[src/rtl/dmem_port_arbiter.sv]
// dmem_port_arbiter: round-robin sharing of one data-memory port between
// the CPU load/store unit (req0) and the DMA/debug loader (req1).
// Optional ownership lock is enabled by defining DMEM_ARB_LOCK_EN.
module dmem_port_arbiter #(
  parameter int unsigned DATA_W   = 64,
  parameter int unsigned ADDR_W   = 64,
  parameter int unsigned LOCK_MAX = 16
) (
  input  logic              clock,
  input  logic              reset,
  input  logic              req0_valid,
  input  logic              req0_we,
  input  logic [ADDR_W-1:0] req0_addr,
  input  logic [DATA_W-1:0] req0_wdata,
  input  logic [3:0]        req0_loadtype,
  input  logic [3:0]        req0_storetype,
  input  logic              req0_lock,
  output logic              req0_ack,
  output logic              req0_rvalid,
  output logic [DATA_W-1:0] req0_rdata,
  input  logic              req1_valid,
  input  logic              req1_we,
  input  logic [ADDR_W-1:0] req1_addr,
  input  logic [DATA_W-1:0] req1_wdata,
  input  logic [3:0]        req1_loadtype,
  input  logic [3:0]        req1_storetype,
  input  logic              req1_lock,
  output logic              req1_ack,
  output logic              req1_rvalid,
  output logic [DATA_W-1:0] req1_rdata,
  output logic              mem_read_en,
  output logic              mem_write_en,
  output logic [ADDR_W-1:0] mem_addr,
  output logic [DATA_W-1:0] mem_wdata,
  output logic [3:0]        mem_loadtype,
  output logic [3:0]        mem_storetype,
  input  logic [DATA_W-1:0] mem_rdata
);

  logic last_grant;
  logic rsp_pending;
  logic rsp_tag;
  logic elig0;
  logic elig1;
  logic grant_vld;
  logic grant_id;
  logic sel_we;

`ifdef DMEM_ARB_LOCK_EN
  localparam int unsigned CNT_W = $clog2(LOCK_MAX + 1);
  localparam logic [0:0] ST_UNLOCKED = 1'b0;
  localparam logic [0:0] ST_LOCKED   = 1'b1;

  logic [0:0]       state;
  logic [0:0]       state_nxt;
  logic             lock_owner;
  logic             lock_owner_nxt;
  logic [CNT_W-1:0] lock_cnt;
  logic [CNT_W-1:0] lock_cnt_nxt;
  logic             sel_lock;
`else
  logic lock_unused;
  assign lock_unused = req0_lock ^ req1_lock ^ (LOCK_MAX == 0);
`endif

  // Eligibility (reset and lock masking) and round-robin winner selection
  always_comb begin
    elig0 = reset & req0_valid;
    elig1 = reset & req1_valid;
`ifdef DMEM_ARB_LOCK_EN
    if (state == ST_LOCKED) begin
      if (lock_owner) elig0 = 1'b0;
      else            elig1 = 1'b0;
    end
`endif
    grant_vld = elig0 | elig1;
    grant_id  = (elig0 & elig1) ? ~last_grant : elig1;
  end

  assign sel_we   = grant_id ? req1_we : req0_we;
  assign req0_ack = grant_vld & ~grant_id;
  assign req1_ack = grant_vld & grant_id;

  // Winner's access goes straight onto the memory port; idle port is all zero
  assign mem_write_en  = grant_vld & sel_we;
  assign mem_read_en   = grant_vld & ~sel_we;
  assign mem_addr      = grant_vld ? (grant_id ? req1_addr : req0_addr) : '0;
  assign mem_wdata     = grant_vld ? (grant_id ? req1_wdata : req0_wdata) : '0;
  assign mem_loadtype  = grant_vld ? (grant_id ? req1_loadtype : req0_loadtype) : 4'd0;
  assign mem_storetype = grant_vld ? (grant_id ? req1_storetype : req0_storetype) : 4'd0;

  // Read data steering by the registered response tag
  assign req0_rvalid = rsp_pending & ~rsp_tag;
  assign req1_rvalid = rsp_pending & rsp_tag;
  assign req0_rdata  = req0_rvalid ? mem_rdata : '0;
  assign req1_rdata  = req1_rvalid ? mem_rdata : '0;

  // Round-robin history and load response tracking
  always_ff @(posedge clock or negedge reset) begin
    if (!reset) begin
      last_grant  <= 1'b1;
      rsp_pending <= 1'b0;
      rsp_tag     <= 1'b0;
    end else begin
      rsp_pending <= grant_vld & ~sel_we;
      if (grant_vld) begin
        last_grant <= grant_id;
        rsp_tag    <= grant_id;
      end
    end
  end

`ifdef DMEM_ARB_LOCK_EN
  assign sel_lock = grant_id ? req1_lock : req0_lock;

  // Lock FSM next state: enter on a locked grant, leave on unlock or run limit
  always_comb begin
    state_nxt      = state;
    lock_owner_nxt = lock_owner;
    lock_cnt_nxt   = lock_cnt;
    if (grant_vld) begin
      case (state)
        ST_UNLOCKED: begin
          if (sel_lock) begin
            state_nxt      = ST_LOCKED;
            lock_owner_nxt = grant_id;
            lock_cnt_nxt   = CNT_W'(1);
          end
        end
        ST_LOCKED: begin
          if (!sel_lock || ((lock_cnt + CNT_W'(1)) >= CNT_W'(LOCK_MAX))) begin
            state_nxt    = ST_UNLOCKED;
            lock_cnt_nxt = '0;
          end else begin
            lock_cnt_nxt = lock_cnt + CNT_W'(1);
          end
        end
        default: state_nxt = ST_UNLOCKED;
      endcase
    end
  end

  // Lock FSM state register
  always_ff @(posedge clock or negedge reset) begin
    if (!reset) begin
      state      <= ST_UNLOCKED;
      lock_owner <= 1'b0;
      lock_cnt   <= '0;
    end else begin
      state      <= state_nxt;
      lock_owner <= lock_owner_nxt;
      lock_cnt   <= lock_cnt_nxt;
    end
  end
`endif

endmodule

[config.mk]
export PLATFORM = sky130hd
export DESIGN_NAME = dmem_port_arbiter
export DESIGN_NICKNAME = d
export VERILOG_FILES = /design/src/rtl/dmem_port_arbiter.sv
export SDC_FILE = /design/constraint.sdc
export NUM_CORES = 1
export LEC_CHECK = 0
export ABC_AREA = 1
export BUFFER_PORTS_ARGS = -buffer_cell sky130_fd_sc_hd__buf_2
export CORE_AREA = 10 10 234 236
export CTS_CLUSTER_DIAMETER = 100
export CTS_CLUSTER_SIZE = 12
export DETAILED_ROUTE_END_ITERATION = 7
export DIE_AREA = 0 0 244 246
export PLACE_DENSITY_LB_ADDON = 0.15
export REMOVE_ABC_BUFFERS = 1
export SYNTH_ARGS = -nofsm -noshare
export SYNTH_HDL_FRONTEND = slang
export SYNTH_SLANG_ARGS = --single-unit
[constraint.sdc]
create_clock -name clock -period 1.3 [get_ports clock]
set_input_delay 0.065 -clock clock [delete_from_list [all_inputs] [get_ports clock]]
set_output_delay 0.065 -clock clock [all_outputs]
set_load 0.005 [all_outputs]
==> flow_metrics.py, run 1 <==
metrics = {
    "status": {
        "status": "complete, but fails checks",
        "violations": "negative setup slack",
    },
    "place": {
        "place_ws_ns": -0.181,
        "hpwl_mm": 34.0,
        "dp.cells": 1968,
        "gp_congestion": 0.807,
        "numPortBuffers": 611,
    },
    "die": {
        "core_area_mm2": 0.0499,
        "num_io_pins": 614,
        "die-width_um": 244,
        "initial_core_util_pct": 6.00,
        "die_h_um": 246,
        "die_area_mm2": 0.0600,
        "num_rows": 82,
    },
    "finish": {
        "final_util_pct": 16.8,
        "fillCellCount": 5915,
        "drive_above_1_share_pct": 58.9,
        "layoutNonFillerInstCount": 2001,
        "area_growth_pct": 179,
        "nets": 1673,
    },
    "synthesis": {
        "ys_types": 17,
        "ys_seq_elements": 3,
        "syn_avg_cell_area_um2": 4.32,
        "netlist_area_mm2": 0.00299,
        "yosysSeqAreaShare_pct": 2.55,
        "yosysWarnings": 0,
        "netlist_instances": 692,
    },
    "pwr": {
        "p_int_mw": 2.01,
        "seq_power_share_pct": 3.3,
        "p_clk_share_pct": 13.4,
        "power.switching_mw": 1.68,
        "p_leak_nw": 5.38,
        "ir_drop_uv": 368,
        "p_per_area_mw_per_mm2": 442,
        "p_comb_share_pct": 83.3,
        "swShare_pct": 45.6,
    },
    "grt": {
        "grt_max_degree": 46,
        "antenna_found_initial": 9,
        "grt_util_all_layers_pct": 11.6,
        "grt_pass1_vias": 7266,
        "grt-ovfl-total": 0,
        "grt_pass1_wl_mm": 52.3,
    },
    "clocking": {
        "cts_buffers": 3,
        "cts.sinks": 3,
        "clock_latency_ns": 0.23,
        "cts_tree": "yes",
        "h-tree-depth": 1,
        "clock_path_buffers": 2,
        "clk_pin_slew_ns": 0.03,
        "clockRootBuffer": "clkbuf_16",
    },
    "critical_path": {
        "rrSetupSlack_ns": 0.01,
        "start_kind": "flip-flop",
        "cp_max_fo": 8,
        "endpoint_kind": "output port",
        "worstPathArrival_ns": 1.65,
        "crit_type": "reg2out",
        "critPathRequiredTime_ns": 1.24,
    },
    "timing": {
        "worst_pin_slew_ns": 0.318,
        "finalSetupTns_ns": -55.21,
        "whs_ns": 0.125,
        "hold_viol": 0,
        "rsz0062_at_grt": "yes",
        "finalSetupViolCount": 237,
        "final_max_slew_viol_count": 0,
        "setup_slack_ns": -0.413,
        "maxSlewHeadroom_pct": 78.8,
        "clock-skew-final_ns": 0.00364,
        "fmax_mhz": 584,
        "post-route-period-util_pct": 132,
        "fin_crit_ns": 1.71,
    },
    "detailed_routing": {
        "ant_nets": 0,
        "wirelength_mm": 40.6,
        "vias": 6952,
        "wl_per_cell_um": 20.3,
        "via_per_inst": 3.47,
        "first_pass_iters": 4,
        "drt_iter0_drc": 208,
        "drc_errors": 0,
    },
    "run": {
        "drv_cap": 0,
    },
    "min_path": {
        "worstHoldPathType": "in2reg",
    },
}
timing repair:
action,CTS,global route
endpoints found under the hold margin,3,0
gates resized for setup,49,134
cloned,2,14
pin swaps,1,14
hold buffers,1,0
buffers inserted,6,6
endpoints found under the setup margin,210,250
metal layers:
metal,vias to the layer above,routed length [um],track usage [%]
met5,-,0,0
met4,0,402,0.785
met3,26,3750,4.41
met2,414,22300,23.3
met1,3143,14200,11.5
li1,3369,-,-
cell usage in the layout, fill, tap and decap left out, drive strengths merged:
master         n
o21ai          1
clkbuf        17
nand3b         4
nand2        281
buf          676
diode          1
dfstp          1
dfrtp          2
nor2         139
inv           71
nand3        134
a21oi          1
dlygate4sd3    1
layout make-up:
class	instances	area (um^2)	area share (%)
timing repair buffer	690	4430	53.1
multi-input combinational	560	2650	31.8
clock buffer	4	78.8	0.944
sequential	3	77.6	0.929
inverter	71	267	3.19
antenna	1	2.50	0.0300
tap	672	841	10.1
registers in the layout (all words and copies together) (netlist names):
register     count
last_grant       1
rsp_pending      1
rsp_tag          1
worst max-delay path: stages (launching register included):
cell and delay [ns]:
dfstp_2 0.54, buf_6 0.10, a21oi_4 0.06, buf_8 0.14, buf_12 0.15, buf_6 0.15
nand2_1 0.06, nand2_1 0.07, buf_2 0.14
per-stage QoR:
step	power [mW]	instance area, um^2
after floorplan	1.01	2640
after global placement	2.77	7120
after detailed placement	2.74	7120
after CTS	3.39	7490
after global routing	4.02	8350
final	3.69	8350
worst paths after layout:
path	start	to	depth (start not counted)
max	last_grant	mem_wdata[62]	8
max reg2reg	last_grant	rsp_pending	7
min	req0_we	rsp_pending	4
min in group asynchronous	reset	rsp_pending	3
min reg2reg	last_grant	last_grant	3
max in group asynchronous	reset	last_grant	3
logic make-up after synthesis:
group	after synthesis	share of synthesized area (%)
and+or+nand+nor	558	76.5
DFF	3	2.55
buffers and inverters	129	20.5
AOI/OAI and AO/OA	2	0.460
cell usage after synthesis, drive strengths merged:
cell	instances	area, um^2
o21ai	1	5.00
dfrtp	2	50.1
a21oi	1	8.76
nand2	281	1060
dfstp	1	26.3
clkbuf	3	11.3
nor2	139	522
inv	71	267
nand3	134	671
nand3b	4	30.0
buf	55	335
power groups by stage:
stage               clock network, mW  logic, mW  registers [mW]
CTS                             0.504       2.77           0.116
detailed placement                  0       2.63           0.116
floorplan                           0      0.892           0.115
global route                    0.519       3.38           0.123
global placement                    0       2.65           0.116
finish                          0.494       3.08           0.122
No activity file was read; power rests on OpenSTA's default activity.
==> run 2, diff against run 1 <==
==> constraint.sdc (replaced) <==
create_clock -name clock -period 1.9 [get_ports clock]
set_input_delay 0.095 -clock clock [delete_from_list [all_inputs] [get_ports clock]]
set_output_delay 0.095 -clock clock [all_outputs]
set_load 0.005 [all_outputs]
==> flow_metrics.py, run 2 (synthesis gave the netlist of run 1 again) <==
metrics = {
    "critical_path": {
        "critPathRequiredTime_ns": 1.80,
        "r2r_end": "rsp_pending",
        "timing.critical_path.mode_cell": "nand2_1",
        "start_kind": "flip-flop",
        "slowest_stage": "dfstp_2",
        "crit_path_start": "last_grant",
        "r2r-start": "last_grant",
        "crit_chain": "a21oi_4, buf_12, nand2_1, nand2_1, buf_2",
        "crit_type": "reg2out",
        "crit_path_end": "mem_wdata[37]",
        "worstPathArrival_ns": 1.72,
        "endpoint_kind": "output port",
        "rrSetupSlack_ns": 0.45,
        "cp_slowest_stage_delay_ns": 0.39,
        "cp_max_fo": 69,
        "ff2ff_path_depth": 6,
    },
    "finish": {
        "final_util_pct": 14.3,
        "final_common_cell": "buf_2",
        "layout_common_cells": "buf_2 (611), nand2_1 (276), nor2_1 (139), nand3_1 (134), inv_1 (70)",
        "layoutNonFillerInstCount": 1966,
        "nets": 1636,
        "drive_above_1_share_pct": 51.4,
        "largestRegisters": "last_grant (1), rsp_pending (1), rsp_tag (1)",
        "area_growth_pct": 139,
    },
    "timing": {
        "finalSetupTns_ns": 0,
        "fmax_mhz": 552,
        "fin_crit_ns": 1.81,
        "clock-skew-final_ns": 0.000579,
        "post-route-period-util_pct": 95.3,
        "hold_viol": 0,
        "finalSetupViolCount": 0,
        "final_max_slew_viol_count": 0,
        "maxSlewHeadroom_pct": 65.0,
        "whs_ns": 0.163,
        "rsz0062_at_grt": "no",
        "worst_pin_slew_ns": 0.522,
    },
    "clocking": {
        "clockRootBuffer": "clkbuf_16",
        "cts_buffers": 3,
        "clock_latency_ns": 0.22,
        "clk_pin_slew_ns": 0.03,
        "h-tree-depth": 1,
        "clock_path_buffers": 2,
        "cts_tree": "yes",
        "cts.sinks": 3,
    },
    "die": {
        "die_area_mm2": 0.0600,
        "die_h_um": 246,
        "die-width_um": 244,
        "num_rows": 82,
        "initial_core_util_pct": 6.00,
        "num_io_pins": 614,
        "core_area_mm2": 0.0499,
    },
    "grt": {
        "grt_pass1_wl_mm": 51.3,
        "grt_util_all_layers_pct": 11.4,
        "grt-ovfl-total": 0,
        "grt_pass1_vias": 7235,
        "antenna_found_initial": 10,
        "grt_max_degree": 70,
    },
    "pwr": {
        "p_comb_share_pct": 80.4,
        "p_leak_nw": 4.91,
        "p_clk_share_pct": 15.8,
        "seq_power_share_pct": 3.8,
        "power.switching_mw": 1.00,
        "swShare_pct": 46.9,
        "p_int_mw": 1.14,
        "p_per_area_mw_per_mm2": 299,
        "ir_drop_uv": 199,
    },
    "place": {
        "gp_congestion": 0.797,
        "hpwl_mm": 32.8,
        "numPortBuffers": 611,
        "dp.cells": 1956,
    },
    "status": {
        "status": "finished clean",
    },
    "detailed_routing": {
        "drt_iter0_drc": 176,
        "drc_errors": 0,
        "wl_per_cell_um": 18.9,
        "via_per_inst": 3.41,
        "ant_nets": 0,
        "vias": 6699,
        "wirelength_mm": 37.2,
        "first_pass_iters": 4,
    },
    "min_path": {
        "worstHoldPathType": "in2reg",
    },
    "run": {
        "drv_cap": 0,
    },
}
-- run 2: changes by cell type in the layout (fill, tap and decap cells not counted), moves of 13 or more --
cell	delta
buf_6	-29
clkbuf_16	-13
nor2_1	+33
nor2_2	-24
nand2_1	+43
buf_2	+30
nand2_2	-32
-- run 2: worst min path at each step --
stage                        from           to  depth (start not counted)
final                     req0_we  rsp_pending                          4
after global routing      req0_we  rsp_pending                          4
after CTS                 req0_we  rsp_pending                          4
after detailed placement    reset  rsp_pending                          1
after global placement      reset  rsp_pending                          1
after floorplan             reset  rsp_pending                          0
-- run 2: per-layer routing --
metal | track usage (%) | vias to the layer above | part of all wire (%)
met5 | 0 | - | 0.035
met4 | 2.25 | 2 | 1.7
met3 | 4.08 | 28 | 9.7
met2 | 22.1 | 417 | 53
met1 | 11.5 | 2957 | 36
li1 | - | 3295 | -
-- run 2: power by group through the flow --
stage / logic (mW) / registers (mW) / clock network, mW
6_report: 1.72 / 0.0823 / 0.338
5_1_grt: 1.93 / 0.0831 / 0.350
4_1_cts: 1.78 / 0.0815 / 0.341
3_5_place_dp: 1.73 / 0.0817 / 0
3_3_place_gp: 1.74 / 0.0817 / 0
2_1_floorplan: 0.611 / 0.0786 / 0
-- run 2: per-stage QoR --
step	area, um^2	setup WS [ns]	total power, mW
CTS	7120	-0.000417	2.20
global route	7140	0.00437	2.36
global placement	6960	0.180	1.82
finish	7140	0.0884	2.14
floorplan	2640	-1.46	0.689
detailed placement	6960	0.194	1.81
-- run 2: timing repair --
action                     in CTS  in global routing
cloned                          2                  0
pin swaps                       1                  1
setup endpoints to repair      24                 72
resized for setup               1                  2
buffers inserted                0                  0
hold buffers                    1                  0
hold endpoints to repair        3                  0
-- run 2: critical path, delay by kind of cell, from the launching register on --
family,cells,cell delay (ns)
buffers and inverters,2,0.40
flip-flops,1,0.39
AND/OR/NAND/NOR,2,0.35
AO/OA/AOI/OAI,1,0.22
-- run 2: cell type report --
class	instances	area (um^2)
Antenna cell	3	7.51
Timing Repair Buffer	653	3530
Clock buffer	4	78.8
Tap cell	672	841
Multi-Input combinational cell	560	2330
Inverter	71	267
Fill cell	6029	42700
Sequential cell	3	76.3
==> run 3, diff against run 2 <==
--- a/config.mk
+++ b/config.mk
@@ -12,7 +12,7 @@
 export CTS_CLUSTER_SIZE = 12
 export DETAILED_ROUTE_END_ITERATION = 7
 export DIE_AREA = 0 0 244 246
-export PLACE_DENSITY_LB_ADDON = 0.15
+export PLACE_DENSITY = 0.38
 export REMOVE_ABC_BUFFERS = 1
 export SYNTH_ARGS = -nofsm -noshare
 export SYNTH_HDL_FRONTEND = slang
==> flow_metrics.py, run 3 (synthesis gave the netlist of run 1 again) <==
metrics = {
    "place": {
        "gp_congestion": 0.858,
        "dp.cells": 1927,
        "placed_cell_area_mm2": 0.00674,
        "hpwl_mm": 35.0,
        "numPortBuffers": 611,
        "place_ws_ns": 0.176,
    },
    "finish": {
        "largestRegisters": "last_grant (1), rsp_pending (1), rsp_tag (1)",
        "final_common_cell": "buf_2",
        "area_growth_pct": 134,
        "layoutNonFillerInstCount": 1939,
        "drive_above_1_share_pct": 50.4,
        "layout_common_cells": "buf_2 (611), nand2_1 (276), nor2_1 (139), nand3_1 (134), inv_1 (70)",
        "final_area_mm2": 0.00699,
        "final_util_pct": 14.0,
        "nets": 1610,
    },
    "die": {
        "die_area_mm2": 0.0600,
        "num_rows": 82,
        "initial_core_util_pct": 6.00,
        "core_area_mm2": 0.0499,
        "num_io_pins": 614,
        "die_h_um": 246,
        "die-width_um": 244,
    },
    "timing": {
        "finalSetupViolCount": 0,
        "worst_pin_slew_ns": 0.541,
        "post-route-period-util_pct": 95.0,
        "setup_slack_ns": 0.0951,
        "final_max_slew_viol_count": 0,
        "clock-skew-final_ns": 0.00162,
        "fmax_mhz": 554,
        "rsz0062_at_grt": "no",
        "fin_crit_ns": 1.80,
        "whs_ns": 0.165,
        "finalSetupTns_ns": 0,
        "hold_viol": 0,
        "maxSlewHeadroom_pct": 63.8,
    },
    "detailed_routing": {
        "ant_nets": 0,
        "drc_errors": 0,
        "wl_per_cell_um": 20.6,
        "vias": 6864,
        "first_pass_iters": 5,
        "wirelength_mm": 40.0,
        "drt_iter0_drc": 294,
        "via_per_inst": 3.54,
    },
    "grt": {
        "grt_max_degree": 80,
        "antenna_found_initial": 20,
        "grt_pass1_vias": 7100,
        "grt-ovfl-total": 0,
        "grt_util_all_layers_pct": 12.0,
        "grt_pass1_wl_mm": 53.4,
    },
    "critical_path": {
        "r2r-start": "last_grant",
        "cp_max_fo": 20,
        "endpoint_kind": "output port",
        "crit_type": "reg2out",
        "worstSetupPathDepth": 6,
        "crit_path_end": "mem_wdata[54]",
        "crit_path_start": "last_grant",
        "crit_chain": "nand2_4, nand2_8, bufbuf_16, nand3_1, nand2_1, buf_2",
        "critPathRequiredTime_ns": 1.80,
        "cp_slowest_stage_delay_ns": 0.58,
        "start_kind": "flip-flop",
        "worstPathArrival_ns": 1.71,
        "r2r_end": "rsp_tag",
        "rrSetupSlack_ns": 0.48,
        "crit_family": "flip-flops",
        "slowest_stage": "dfstp_2",
        "ff2ff_path_depth": 5,
        "cp.buffers_inverters": 2,
    },
    "pwr": {
        "p_leak_nw": 4.80,
        "p_total_mw": 2.11,
        "p_per_area_mw_per_mm2": 302,
        "ir_drop_uv": 159,
    },
    "clocking": {
        "cts_buffers": 3,
        "cts_tree": "yes",
        "clock_path_buffers": 2,
        "cts.sinks": 3,
        "clk_pin_slew_ns": 0.03,
        "h-tree-depth": 1,
        "clock_latency_ns": 0.23,
        "clockRootBuffer": "clkbuf_16",
    },
    "run": {
        "drv_cap": 0,
    },
    "min_path": {
        "worstHoldPathType": "in2reg",
    },
    "status": {
        "status": "finished clean",
    },
}
==> run 3: cell count changes in the layout (fill, tap and decap cells not counted), sizes merged <==
cell,before,now
buf,650,624
bufbuf,2,1
clkbuf,4,5
diode,3,2
==> run 3: repair_timing <==
item | in CTS | in global routing
gates resized for setup | 2 | 3
pin swaps | 0 | 2
endpoints found under the hold margin | 3 | 3
buffers inserted | 0 | 2
endpoints found under the setup margin | 16 | 77
gates cloned | 2 | 1
==> run 3: per-layer routing <==
layer	vias to the layer above	wire, um	track usage, %
met5	-	99	0
met4	14	1110	2.85
met3	66	3810	4.24
met2	469	19500	21.6
met1	3079	15500	13.3
li1	3236	-	-
==> run 3: area by class of cell <==
cell class              instances  area [um^2]
diodes                          2         5.00
clock buffers                   4         78.8
fillers                      5994        42900
inverters                      71          267
multi-input cells             560         2330
flip-flops and latches          3         76.3
well taps                     672          841
repair buffers                627         3380
==> run 3: how the worst min path moves through the flow <==
stage	from	to	slack (ns)	cells after the start
after floorplan	reset	rsp_pending	-0.20	0
after global placement	reset	rsp_tag	-0.08	1
after detailed placement	reset	rsp_pending	-0.07	1
after CTS	reset	rsp_pending	-0.31	1
after global routing	req0_we	rsp_pending	0.19	4
final	req0_we	rsp_pending	0.17	4
==> run 3: tightest hold or removal path, delay by kind of cell <==
kind                   cells  cell delay, ns
buffers and inverters      1            0.10
and+or+nand+nor            3            0.15
==> run 3: where the power goes <==
group	internal, mW	leakage [nW]	total (mW)	switching (mW)
logic	0.749	4.73	1.69	0.937
clock network	0.277	0.0382	0.341	0.0633
registers	0.0738	0.0357	0.0821	0.00827
total	1.10	4.80	2.11	1.01
